==> config.mk <==
export PLATFORM = sky130hd
export DESIGN_NAME = uart_tx_fifo
export DESIGN_NICKNAME = d
export VERILOG_FILES = /design/src/rtl/uart_pkg.sv /design/src/rtl/sync_fifo.sv /design/src/rtl/uart_tx_fifo.sv
export SDC_FILE = /design/constraint.sdc
export NUM_CORES = 1
export LEC_CHECK = 0
export CAP_MARGIN = 20
export CORE_MARGIN = 4
export CORE_UTILIZATION = 60
export CTS_CLUSTER_SIZE = 40
export DETAILED_ROUTE_END_ITERATION = 16
export GPL_ROUTABILITY_DRIVEN = 0
export PLACE_DENSITY_LB_ADDON = 0.25
export SYNTH_ARGS = -nofsm -noshare
export SYNTH_HDL_FRONTEND = slang
export SYNTH_HIERARCHICAL = 1
export SYNTH_SLANG_ARGS = --single-unit
==> constraint.sdc <==
create_clock -name clk -period 4.43 [get_ports clk]
set_clock_uncertainty 0.1 [all_clocks]
set_input_delay 0.443 -clock clk [delete_from_list [all_inputs] [get_ports clk]]
set_output_delay 0.443 -clock clk [all_outputs]
set_load 0.01 [all_outputs]
==> src/rtl/uart_pkg.sv <==
// Shared UART definitions: data width and the transmit-sequencer state encoding.
package uart_pkg;

    localparam int UART_DATA_W = 8;

    typedef enum logic [1:0] {
        IDLE  = 2'd0,
        START = 2'd1,
        DRAIN = 2'd2
    } tx_state_e;

endpackage

==> src/rtl/sync_fifo.sv <==
// Single-clock FIFO with occupancy count; no bypass, so a pushed word is visible the cycle after.
module sync_fifo #(
    parameter  int WIDTH  = 8,
    parameter  int DEPTH  = 16,
    localparam int ADDR_W = $clog2(DEPTH)
) (
    input  logic              clk,
    input  logic              reset,
    input  logic              push,
    input  logic [WIDTH-1:0]  push_data,
    input  logic              pop,
    output logic [WIDTH-1:0]  pop_data,
    output logic [ADDR_W:0]   count,
    output logic              full,
    output logic              empty
);

    localparam logic [ADDR_W-1:0] PTR_ONE    = ADDR_W'(1);
    localparam logic [ADDR_W:0]   CNT_ONE    = (ADDR_W + 1)'(1);
    localparam logic [ADDR_W:0]   CNT_DEPTH  = (ADDR_W + 1)'(DEPTH);

    logic [WIDTH-1:0]  mem [DEPTH];
    logic [ADDR_W-1:0] rd_ptr;
    logic [ADDR_W-1:0] wr_ptr;
    logic              push_ok;
    logic              pop_ok;

    // A push is refused while full even if a pop happens on the same edge.
    assign push_ok  = push && !full;
    assign pop_ok   = pop && !empty;
    assign full     = (count == CNT_DEPTH);
    assign empty    = (count == '0);
    assign pop_data = mem[rd_ptr];

    // NOTE: the storage array has no reset; stale words are unreachable once the pointers and count clear.
    always_ff @(posedge clk) begin
        if (push_ok) begin
            mem[wr_ptr] <= push_data;
        end
    end

    // NOTE: all sequential state uses non-blocking assignments so every register sees pre-edge values.
    always_ff @(posedge clk) begin
        if (reset) begin
            rd_ptr <= '0;
            wr_ptr <= '0;
            count  <= '0;
        end else begin
            if (push_ok) begin
                wr_ptr <= wr_ptr + PTR_ONE;
            end
            if (pop_ok) begin
                rd_ptr <= rd_ptr + PTR_ONE;
            end
            case ({push_ok, pop_ok})
                2'b10:   count <= count + CNT_ONE;
                2'b01:   count <= count - CNT_ONE;
                default: count <= count;
            endcase
        end
    end

endmodule

==> src/rtl/uart_tx_fifo.sv <==
// Byte buffer feeding the UART transmitter one frame at a time, paced on its busy flag.
module uart_tx_fifo
    import uart_pkg::*;
#(
    parameter  int DEPTH  = 16,
    localparam int ADDR_W = $clog2(DEPTH)
) (
    input  logic                   clk,
    input  logic                   reset,
    input  logic [UART_DATA_W-1:0] wr_data,
    input  logic                   wr_valid,
    output logic                   wr_ready,
    output logic [UART_DATA_W-1:0] tx_data,
    output logic                   tx_start,
    input  logic                   tx_busy,
    output logic [ADDR_W:0]        level,
    output logic                   empty,
    output logic                   full,
    output logic                   idle
);

    tx_state_e              state;
    logic                   pop;
    logic [UART_DATA_W-1:0] head_data;

    sync_fifo #(
        .WIDTH (UART_DATA_W),
        .DEPTH (DEPTH)
    ) u_fifo (
        .clk       (clk),
        .reset     (reset),
        .push      (wr_valid),
        .push_data (wr_data),
        .pop       (pop),
        .pop_data  (head_data),
        .count     (level),
        .full      (full),
        .empty     (empty)
    );

    assign wr_ready = !full;
    assign idle     = (state == IDLE) && empty;

    // Pops only when the transmitter is free, so tx_data never moves under a frame in flight.
    assign pop = !empty && ((state == IDLE) || ((state == DRAIN) && !tx_busy));

    always_ff @(posedge clk) begin
        if (reset) begin
            state    <= IDLE;
            tx_data  <= '0;
            tx_start <= 1'b0;
        end else begin
            case (state)
                IDLE: begin
                    if (pop) begin
                        tx_data  <= head_data;
                        tx_start <= 1'b1;
                        state    <= START;
                    end
                end
                START: begin
                    if (tx_busy) begin
                        tx_start <= 1'b0;
                        state    <= DRAIN;
                    end
                end
                DRAIN: begin
                    if (pop) begin
                        tx_data  <= head_data;
                        tx_start <= 1'b1;
                        state    <= START;
                    end else if (!tx_busy) begin
                        state <= IDLE;
                    end
                end
                default: begin
                    tx_start <= 1'b0;
                    state    <= IDLE;
                end
            endcase
        end
    end

endmodule

==> flow_summary.ini <==
[power]
power_uw = 3950
p_per_area_nw_per_um2 = 537
peakVddDrop_v = 0.000366
leakagePower_uw = 0.00243

[logic_synthesis]
synth_seq_cells = 156
synth_warnings = 6
syn_nets = 378
synthesis.area_sq_um = 6440
ys_types = 48
avgSynthCellArea_sq_um = 18.0
synth_seq_area_share_pct = 68.4
syn_inst = 358

[worst_setup_path]
startpoint_type = flip-flop
r2r_cells = 12
r2r_slack_ns = 0.53
cpPeakStageDelay_ns = 0.73
crit_arrival_ns = 4.26
path_cells = or4_1 -> nor2_1 -> a211o_1 -> clkinv_8 -> o21ai_4 -> inv_1 -> ha_1 -> xor2_1 -> ha_1 -> o21a_1 -> or4_1 -> a21oi_1
criticalPathCategory = flip-flop to flip-flop
crit_required_ns = 4.79
crit_path_end_kind = flip-flop
cp_max_fo = 14
crit_slowest_cell = or4_1

[floorplan]
io_pins = 30
die_h_um = 112
die_area_sq_um = 12500
core-area_sq_um = 10400
die_x_um = 112
start_util_pct = 62.1
row_count = 37

[finish]
fin_cells = 542
insertedDiodeCount = 0
final_common_cell = edfxtp_1
nNetsFinal = 413
layout-drive-gt1-share_pct = 15.5
syn_to_final_growth_pct = 14.4
final_cell_mix = edfxtp_1, nor2_1, clkdlybuf4s50_1

[clock_network]
clk_pin_slew_ns = 0.06
cts_setup_buffers = 0
cts_root_buf = clkbuf_8
cts_resized = 0
htree_levels = 4
clock-sinks = 156
cts-hold-fix-buffers = 0
cts_buffer_depth = 2
numCtsBuffers = 17
clock_latency_ns = 0.53
cts_tree = yes

[route]
drcViolationCount = 0
vias = 3292
via_per_inst = 6.07
wl_per_cell_um = 21.3
drt_iter0_markers = 286
firstDrtPassIters = 4
wl_mm = 11.6
ant_nets = 0

[global_routing]
grt_overflow = 0
grt_pass1_wl_mm = 18.5
antenna_found_initial = 0
grt_usage_pct = 20.0
grt_max_degree = 33
grt_pass1_vias = 3266

[placed_design]
numPortBuffers = 29
dp_cells = 510
place_hpwl_mm = 7.17
place_ws_ns = 0.616

[sta]
setup_viol = 0
slew_viol_final = 0
tightest_slew_ns = 0.958
max_freq_mhz = 256
setup_tns_ns = 0
post-route-min-period_ns = 3.90
rsz0062_at_grt = false
fin_ws_ns = 0.528
slew_headroom_pct = 35.9
finalCritPeriodShare_pct = 88.1
hold_viol = 0
whs_ns = 0.369

[status]
status = finished, final reports clean

[worst_hold_path]
holdPathStages = 2
hold_path_class = flip-flop to flip-flop

[job]
max-cap-violations = 0
==> per-stage QoR <==
stage	cell area [sq um]	util, %
6_report	7370	71.0
5_1_grt	7370	71.0
4_1_cts	7370	71.0
3_5_place_dp	6830	65.9
3_3_place_gp	6830	65.9
2_1_floorplan	6440	-
==> worst max-delay path, delay by kind of cell (launching register included) <==
kind,cells,cell delay [ns]
simple gates,3,1.46
compound gates,4,0.88
flops,1,0.36
xor+xnor,1,0.22
buf+inv,2,0.22
fa+ha+maj,2,0.58
==> cell usage after synthesis, drive strengths merged <==
cell type | count | area share [%]
a211o | 1 | 0.14
a21oi | 13 | 1.5
a221o | 1 | 0.16
a22oi | 2 | 0.23
a31oi | 1 | 0.097
and3 | 1 | 0.097
and3b | 1 | 0.14
buf | 12 | 1.5
clkbuf | 8 | 0.47
clkinv | 2 | 0.33
dfxtp | 28 | 8.7
edfxtp | 128 | 60
ha | 8 | 1.6
inv | 8 | 0.47
mux2i | 3 | 0.47
mux4 | 40 | 16
nand2 | 22 | 1.4
nand2b | 3 | 0.29
nand3 | 1 | 0.078
nand3b | 3 | 0.35
nand4b | 1 | 0.14
nor2 | 31 | 1.8
nor2b | 1 | 0.097
nor3 | 8 | 0.62
nor3b | 1 | 0.12
nor4b | 1 | 0.14
o2111ai | 1 | 0.14
o211ai | 4 | 0.54
o21a | 5 | 0.70
o21ai | 2 | 0.33
o221ai | 1 | 0.23
o22ai | 1 | 0.097
o31ai | 2 | 0.23
or3 | 1 | 0.097
or4 | 3 | 0.35
xnor2 | 2 | 0.27
xor2 | 7 | 0.95
==> state kept, by name, summed over array words and instances (netlist names), named ones only <==
signal and cells:
state 2, tx_data 8, tx_start 1, u_fifo/count 5, u_fifo/mem 128, u_fifo/rd_ptr 4, u_fifo/wr_ptr 4
==> final cells by class <==
cell class	instances	area (sq um)
clock buffers	17	414
clock inverters	15	123
fillers	658	3000
inverters	10	51.3
multi-input cells	172	1860
flip-flops and latches	156	4400
well taps	136	170
repair buffers	36	343
==> report_power, final <==
group	switching [uW]	internal (uW)	total (uW)
combinational	502	411	913
clock	557	741	1300
sequential	65.6	1680	1740
==> logic make-up after synthesis <==
| kind of cell | share of synthesized area [%] |
|---|---|
| buffers and inverters | 2.72 |
| xor gates and xnor gates | 1.22 |
| adders and majority gates | 1.55 |
| DFF | 68.4 |
| AOI/OAI and AO/OA | 4.37 |
| and+or+nand+nor | 5.67 |
| muxes | 16.1 |
==> worst paths after layout <==
| path | startpoint | to |
|---|---|---|
| worst max-delay path | u_fifo/count[0] | u_fifo/count[2] |
| worst min-delay path | tx_data[3] | tx_data[3] |
| worst max register to register | u_fifo/count[0] | u_fifo/count[2] |
| worst min register to register | tx_data[3] | tx_data[3] |
==> layer usage <==
metal	vias to the layer above	GRT usage (%)	share of wire (%)
met5	-	0	0
met4	0	7.62	1.7
met3	14	5.05	6.1
met2	117	31.8	49
met1	1659	27.0	43
li1	1502	-	-
(Power assumes the default switching activity.)
